**src/rtl/sobel_readout_ctrl.sv**
```systemverilog
`default_nettype none
// ============================================================================
// Module   : sobel_readout_ctrl
// Brief    : Sequences a sobel_exc frame, then streams the output memory back
//            through a 2-entry FIFO with a valid/ready handshake.
// Revision : 1.0 - initial release
// ============================================================================
module sobel_readout_ctrl #(
   parameter int DATA_WIDTH        = 8,
   parameter int ADDR_WIDTH        = 16,
   parameter int IMAGE_ROW_SIZE    = 64,
   parameter int IMAGE_COLUMN_SIZE = 64,
   parameter int PIXEL_COUNT       = IMAGE_ROW_SIZE * IMAGE_COLUMN_SIZE,
   parameter int DRAIN_CYCLES      = 2
) (
   input  logic                  clk_i,
   input  logic                  rst_i,
   input  logic                  start_i,
   output logic                  busy_o,
   output logic                  done_o,
   output logic                  err_o,
   output logic                  sobel_start_o,
   input  logic                  sobel_finish_i,
   input  logic                  sobel_wr_en_i,
   input  logic [ADDR_WIDTH-1:0] sobel_addr_i,
   output logic                  mem_wr_en_o,
   output logic [ADDR_WIDTH-1:0] mem_addr_o,
   input  logic [DATA_WIDTH-1:0] mem_data_i,
   output logic                  px_valid_o,
   input  logic                  px_ready_i,
   output logic [DATA_WIDTH-1:0] px_data_o,
   output logic                  px_last_o
);

   localparam logic [2:0] c_idle    = 3'd0;
   localparam logic [2:0] c_process = 3'd1;
   localparam logic [2:0] c_drain   = 3'd2;
   localparam logic [2:0] c_read    = 3'd3;
   localparam logic [2:0] c_done    = 3'd4;

   localparam int c_drain_w = (DRAIN_CYCLES > 1) ? $clog2(DRAIN_CYCLES) : 1;
   localparam logic [c_drain_w-1:0]  c_drain_last = c_drain_w'(DRAIN_CYCLES - 1);
   localparam logic [ADDR_WIDTH-1:0] c_last_addr  = ADDR_WIDTH'(PIXEL_COUNT - 1);

   logic [2:0]            r_state;
   logic [2:0]            w_state_nxt;
   logic [c_drain_w-1:0]  r_drain_cnt;
   logic [ADDR_WIDTH-1:0] r_rd_addr;
   logic                  r_rd_all;
   logic                  r_inflight;
   logic [DATA_WIDTH-1:0] r_fifo_mem [0:1];
   logic                  r_fifo_wr_ptr;
   logic                  r_fifo_rd_ptr;
   logic [1:0]            r_fifo_cnt;
   logic [ADDR_WIDTH-1:0] r_px_cnt;
   logic                  r_err;

   logic                  w_sobel_owns;
   logic                  w_valid;
   logic                  w_pop;
   logic                  w_push;
   logic                  w_last;
   logic [2:0]            w_occ;
   logic                  w_issue;

   assign w_sobel_owns = (r_state == c_process) || (r_state == c_drain);
   assign w_valid      = (r_fifo_cnt != 2'd0);
   assign w_pop        = w_valid && px_ready_i;
   assign w_push       = r_inflight;
   assign w_last       = w_valid && (r_px_cnt == c_last_addr);
   assign w_occ        = {1'b0, r_fifo_cnt} + {2'b00, r_inflight};
   // A same-cycle pop frees a slot, which is what sustains one pixel per cycle.
   assign w_issue      = (r_state == c_read) && !r_rd_all &&
                         (w_occ < (3'd2 + {2'b00, w_pop}));

   always_comb begin
      w_state_nxt = r_state;
      case (r_state)
         c_idle:    if (start_i)                        w_state_nxt = c_process;
         c_process: if (sobel_finish_i)                 w_state_nxt = c_drain;
         c_drain:   if (r_drain_cnt == c_drain_last)    w_state_nxt = c_read;
         c_read:    if (w_pop && w_last)                w_state_nxt = c_done;
         c_done:                                        w_state_nxt = c_idle;
         default:                                       w_state_nxt = c_idle;
      endcase
   end

   always_ff @(posedge clk_i) begin
      if (rst_i) begin
         r_state       <= c_idle;
         r_drain_cnt   <= '0;
         r_rd_addr     <= '0;
         r_rd_all      <= 1'b0;
         r_inflight    <= 1'b0;
         r_fifo_wr_ptr <= 1'b0;
         r_fifo_rd_ptr <= 1'b0;
         r_fifo_cnt    <= 2'd0;
         r_px_cnt      <= '0;
         r_err         <= 1'b0;
      end else begin
         r_state <= w_state_nxt;

         if (r_state == c_drain) r_drain_cnt <= r_drain_cnt + c_drain_w'(1);
         else                    r_drain_cnt <= '0;

         if (r_state == c_done) begin
            r_rd_addr <= '0;
            r_rd_all  <= 1'b0;
         end else if (w_issue) begin
            if (r_rd_addr == c_last_addr) r_rd_all  <= 1'b1;
            else                          r_rd_addr <= r_rd_addr + ADDR_WIDTH'(1);
         end

         r_inflight <= w_issue;

         if (w_push) begin
            r_fifo_mem[r_fifo_wr_ptr] <= mem_data_i;
            r_fifo_wr_ptr             <= ~r_fifo_wr_ptr;
         end
         if (w_pop) r_fifo_rd_ptr <= ~r_fifo_rd_ptr;
         case ({w_push, w_pop})
            2'b10:   r_fifo_cnt <= r_fifo_cnt + 2'd1;
            2'b01:   r_fifo_cnt <= r_fifo_cnt - 2'd1;
            default: r_fifo_cnt <= r_fifo_cnt;
         endcase

         if (r_state == c_done) r_px_cnt <= '0;
         else if (w_pop)        r_px_cnt <= r_px_cnt + ADDR_WIDTH'(1);

         if (sobel_wr_en_i && ((r_state == c_read) || (r_state == c_done)))
            r_err <= 1'b1;
      end
   end

   assign busy_o        = (r_state != c_idle);
   assign done_o        = (r_state == c_done);
   assign err_o         = r_err;
   assign sobel_start_o = (r_state == c_process);
   assign mem_wr_en_o   = w_sobel_owns && sobel_wr_en_i;
   assign mem_addr_o    = w_sobel_owns ? sobel_addr_i : r_rd_addr;
   assign px_valid_o    = w_valid;
   assign px_data_o     = w_valid ? r_fifo_mem[r_fifo_rd_ptr] : '0;
   assign px_last_o     = w_last;

endmodule
`default_nettype wire

```
**config.mk**
```make
export PLATFORM = sky130hd
export DESIGN_NAME = sobel_readout_ctrl
export DESIGN_NICKNAME = d
export VERILOG_FILES = /design/src/rtl/sobel_readout_ctrl.sv
export SDC_FILE = /design/constraint.sdc
export NUM_CORES = 1
export LEC_CHECK = 0
export CAP_MARGIN = 20
export CORE_MARGIN = 4
export CORE_UTILIZATION = 34
export DETAILED_ROUTE_END_ITERATION = 8
export GPL_ROUTABILITY_DRIVEN = 0
export PLACE_DENSITY = 0.57
export SYNTH_ARGS = -nofsm -noshare
export SYNTH_HDL_FRONTEND = slang
export SYNTH_SLANG_ARGS = --single-unit
```
**constraint.sdc**
```tcl
create_clock -name clk_i -period 2.96 [get_ports clk_i]
set_input_delay 0.592 -clock clk_i [delete_from_list [all_inputs] [get_ports clk_i]]
set_output_delay 0.592 -clock clk_i [all_outputs]
set_load 0.005 [all_outputs]
```
Word-level counts from Yosys, hierarchy flattened
Memories as Yosys holds them, arrays and structs flattened. A register that Yosys moved wholly into a read port is not among the register bits.
Index checks and enable logic that the tools add are counted.
W data, S select, Z words.
{ "word_totals": {"regBits": 43, "ram_bits": 16, "output_inout_bits": 31, "n_memories": 1} }
{ "memory_table": {"columns": ["memory", "words", "width", "rd", "rd_ports_with_merged_regs", "write_ports", "line", "rtl"], "rows": [
  ["r_fifo_mem", 2, 8, 1, 1, 1, "51", "logic [DATA_WIDTH-1:0] r_fifo_mem [0:1];"]
]} }
{ "op_classes": {"n_addsub": 7, "order_cmp": 1, "eq_ne": 12, "mux": 13, "n_bitwise": 4, "reduce_logical": 19} }
{ "op_table": {"columns": ["op", "n"], "rows": [
  ["$add A16 B1 Y16 const B", 2],
  ["$eq A16 B12 Y1 const B", 2],
  ["$mux W16", 1],
  ["$mux W3", 4],
  ["$pmux W3 S4", 1],
  ["$mux W8", 1],
  ["$logic_and A1 B1 Y1", 7],
  ["$eq A3 B2 Y1 const B", 2],
  ["$ne A2 B2 Y1 const B", 3],
  ["$mux W1", 5],
  ["$not A1 Y1", 4],
  ["$pmux W2 S2", 1],
  ["$reduce_and A2 Y1", 2],
  ["$reduce_and A4 Y1", 1],
  ["$reduce_bool A2 Y1", 2],
  ["$reduce_or A2 Y1", 2],
  ["$add A2 B1 Y3", 1],
  ["$add A2 B1 Y3 const A", 1],
  ["$eq A3 B1 Y1 const B", 1],
  ["$eq A3 B3 Y1 const B", 1],
  ["$logic_not A3 Y1", 1],
  ["$lt A3 B3 Y1", 1],
  ["$reduce_bool A3 Y1", 1],
  ["$add A2 B1 Y2 const B", 1],
  ["7 further kinds", 8]
]} }

Longest topological paths before layout
{ "logic_depth": {"depth_word": 6, "ltp_mapped": 7} }

Worst setup path before layout
OpenSTA, ideal clock, no wires.
{ "synth_timing": {"path_type": "register to output", "start": "register r_state[1]", "end": "output port mem_addr_o[10]", "t_arrival_ps": 1682, "required_ps": 2368, "slack_ps": 686, "path_stages_with_launch": 6, "path_buffers": 2, "cell_sequence": "dfxtp_1 clkbuf_1 or2b_1 a21oi_2 buf_2 mux2_2"} }
{ "synth_via": {"elab_chain_cells": 3, "elab_cells_between_ends": 4} }
{ "synth_rtl": {"columns": ["element", "line", "rtl"], "rows": [
  ["start: declaration", "45", "logic [2:0] r_state;"],
  ["start signal: assignment", "90", "r_state <= c_idle;"],
  ["start signal: assignment", "101", "r_state <= w_state_nxt;"],
  ["$eq A3 B1 Y1 / $eq A3 B2 Y1 (equally long branches)", "66", "assign w_sobel_owns = (r_state == c_process) || (r_state == c_drain);"],
  ["$logic_or A1 B1 Y1 *", "66", null],
  ["$mux W16 *", "140", "assign mem_addr_o = w_sobel_owns ? sobel_addr_i : r_rd_addr;"],
  ["end: declaration", "27", "output logic [ADDR_WIDTH-1:0] mem_addr_o,"]
]} }
Mark *: on every way between the ends. The rest lies on a longest branch, timed or not.

Final worst setup path
{ "layout_timing": {"start": "register r_state[1]", "end": "output port mem_addr_o[3]"} }
The elaborated chain is that of the path after synthesis.

==> flow_metrics.tcl <==
set metrics [dict create \
    status "complete, no violations" \
    antenna_found_initial 0 \
    rsz0062_at_grt "no" \
    clk_path_buf_depth 2 \
    clock_skew_ps 6.51 \
    holdPathEnd "r_drain_cnt$_SDFF_PP0_" \
    synth_top_area_frac 0.317 \
    synth_async_sr_flop_share 0 \
    maxSlewViolCount 0 \
    fin_crit_ps 2850 \
    ioPinCount 61 \
    hold_ws_ps 428 \
    drt_iter0_drc 83 \
    synthCells 287 \
    worstPathRequired_ps 2370 \
    die_area_mm2 0.00968 \
    rows 32 \
    die_h_um 98.4 \
    yosysWarningCount 0 \
    finalSetupTns_ps 0 \
    cellPowerDensity_mw_per_mm2 459 \
    yosysSeqAreaShare 0.490 \
    final-setup-viol-count 0 \
    slowest_delay_ps 460 \
    area_growth_pct 33.0 \
    synth_area_mm2 0.00278 \
    initial_core_util 0.354 \
    vias 2253 \
    multi_input_area_mm2 0.00136 \
    ctsHoldBuffers 0 \
    path_buf_inv 2 \
    first_pass_iters 4 \
    reg2reg_depth 6 \
    path_max_fanout 18 \
    clkSlewWorstSetupHoldPaths_ps 70 \
    post-route-period-util 0.964 \
    clock_latency_ps 330 \
    synth_cell_types 35 \
    p_leak_nw 1.27 \
    worst_setup_path_start_kind "flip-flop" \
    critPathKind "flip-flop to output pin" \
    r2r-end "r_rd_addr[14]$_SDFFE_PP0P_" \
    synth_area_per_cell_um2 9.68 \
    grt_max_degree 33 \
    r2r_slack_ps 740 \
    final_util 0.471 \
    max_slew_margin 0.467 \
    nNetsFinal 387 \
    clockRootBuffer "clkbuf_8" \
    worst_hold_path_type "flip-flop to flip-flop" \
    cp_cell_sequence "or2b_1, a21oi_2, buf_4, mux2_2, clkdlybuf4s50_1" \
    regArea_mm2 0.00136 \
    cts_max_level 3 \
    dp_hpwl_mm 4.14 \
    routed_wl_mm 5.95 \
    drc 0 \
    ir_drop_uv 202 \
    synth_area_leaders "dfxtp_1, edfxtp_1, mux2_2" \
    placed_area_mm2 0.00350 \
    cp-end-kind "output pin" \
    drv_cap 0 \
    cts_resized 2 \
    io_buffers 60 \
    antenna_left 0 \
    grt-ovfl-total 0 \
    fp.coreArea_mm2 0.00785 \
    antenna-diode-count 0 \
    synth_fp_nets 322 \
    die_w_um 98.4 \
    fin_area_mm2 0.00370 \
    grt_pass1_vias 2048 \
    synth.largest_area_cell "dfxtp_1" \
    cts_tree "done" \
    whs_path_depth 1 \
    r2r-start "r_fifo_cnt[0]$_SDFFE_PP0P_" \
    cts_num_sinks 60 \
    grt_pass1_wl_mm 9.85 \
    synth_seq_cells 60 \
    hp-start "r_drain_cnt$_SDFF_PP0_" \
    post_cts_buffers 0 \
    synth_edf_count 16 \
    arrival_ps 2260 \
    critPathSlowestCell "clkdlybuf4s50_1" \
    synth-main-ff-cell "dfxtp_1" \
    hold_viol 0 \
    cts_buffers 9 \
    via_per_inst 4.91 \
    n_fill_cell 770 \
    tightest_slew_ps 797 \
    clock.fmax_ghz 0.351 \
    drive_gt1_frac 0.134 \
    cp_top_family "buffers and inverters" \
    grt_usage 0.126 \
    avgRoutedWirePerCell_um 13.0 \
]
==> cells in the mapped netlist (2+ instances only) <==
| cell type | count |
|---|---|
| dfxtp_1 | 44 |
| a21oi_1 | 18 |
| or3_1 | 14 |
| nand4_1 | 14 |
| and4_1 | 4 |
| o21ai_0 | 15 |
| inv_1 | 5 |
| edfxtp_1 | 16 |
| ha_1 | 5 |
| xnor2_1 | 4 |
| clkbuf_1 | 10 |
| nor2_1 | 40 |
| xor2_1 | 17 |
| o21ai_2 | 2 |
| nor3_1 | 5 |
| mux2_2 | 15 |
| and3_1 | 3 |
| nor4_1 | 2 |
| mux2i_1 | 10 |
| nand2_1 | 16 |
| nor3b_1 | 2 |
| and2_1 | 3 |
| nand3_1 | 11 |
==> how the worst max path moves through the flow <==
stage | from | slack (ps) | depth (start not counted) | to
floorplan | r_state[1]$_SDFFE_PP0P_ | 690 | 5 | mem_addr_o[10]
global placement | r_px_cnt[11]$_SDFFE_PP0P_ | 190 | 4 | px_last_o
detailed placement | r_px_cnt[11]$_SDFFE_PP0P_ | 240 | 4 | px_last_o
CTS | r_state[0]$_SDFFE_PP0P_ | 20 | 5 | mem_addr_o[3]
global route | r_state[1]$_SDFFE_PP0P_ | 4 | 5 | mem_addr_o[3]
finish | r_state[1]$_SDFFE_PP0P_ | 110 | 5 | mem_addr_o[3]
==> state kept, by name, summed over array words and instances, names as in the netlist, 2 cells and up, named ones only <==
signal      cells
r_px_cnt       16
r_state         3
r_fifo_cnt      2
r_rd_addr      16
r_fifo_mem     16
==> cell type report <==
class	instances	area share
tap	102	0.0345
multi-input combinational	209	0.369
clock inverter	7	0.0139
inverter	6	0.00609
timing repair buffer	66	0.175
clock buffer	9	0.0335
sequential	60	0.369
==> metal layers <==
| metal | part of all wire | wire length (µm) | track usage | up-vias |
|---|---|---|---|---|
| li1 | - | - | - | 1157 |
| met1 | 0.48 | 2830 | 0.171 | 1039 |
| met2 | 0.46 | 2730 | 0.182 | 49 |
| met3 | 0.049 | 294 | 0.0321 | 8 |
| met4 | 0.016 | 96 | 0.0662 | 0 |
| met5 | 0 | 0 | 0 | - |
==> stage by stage <==
stage	setup slack, ps	power (mW)	std cells
5_1_grt	3.88	1.78	459
2_1_floorplan	686	0.959	287
3_5_place_dp	239	1.07	443
4_1_cts	18.7	1.73	459
6_report	108	1.70	459
3_3_place_gp	193	1.07	443
==> worst register-to-register path, delay by kind of cell (launching register included) <==
kind,cells,cell delay (ps)
fa+ha+maj,2,420
compound gates,1,140
flops,1,370
simple gates,3,1230
==> report_power, final <==
group	total [mW]	internal, mW	switching, mW
Combinational	0.194	0.124	0.0703
Sequential	0.859	0.848	0.0113
Clock	0.645	0.307	0.338
==> cells in the final DEF (no fill, tap or decap) <==
cell / n
and4_1: 4
and3_1: 3
xnor2_1: 4
clkinv_4: 1
buf_4: 6
or3_1: 14
o21ai_0: 15
nand4_1: 14
edfxtp_1: 16
a2111oi_0: 1
or2b_1: 1
a21oi_2: 1
clkdlybuf4s50_1: 60
dfxtp_2: 2
and2_1: 3
clkbuf_8: 9
dfxtp_1: 42
or3_2: 1
inv_2: 1
mux2_2: 15
or2_2: 1
a21oi_1: 18
clkinvlp_4: 2
or4b_2: 1
nor4_4: 2
nand2_1: 16
ha_1: 5
mux2i_1: 10
nor2_1: 40
nor4_1: 1
nor3_1: 5
nand2b_1: 1
inv_6: 2
nor3b_1: 2
xor2_1: 17
o21a_1: 1
nand3_1: 11
o21ai_2: 2
inv_1: 5
clkinv_2: 2
==> kinds of logic after synthesis <==
| kind of cell | Yosys count | synth area share |
|---|---|---|
| AOI/OAI and AO/OA | 38 | 0.0747 |
| DFF | 60 | 0.490 |
| and+or+nand+nor | 120 | 0.225 |
| muxes | 25 | 0.0968 |
| xor gates and xnor gates | 21 | 0.0662 |
| adders and majority gates | 5 | 0.0225 |
| buffers and inverters | 18 | 0.0252 |
Note: power is estimated with default switching activity, not from simulation.
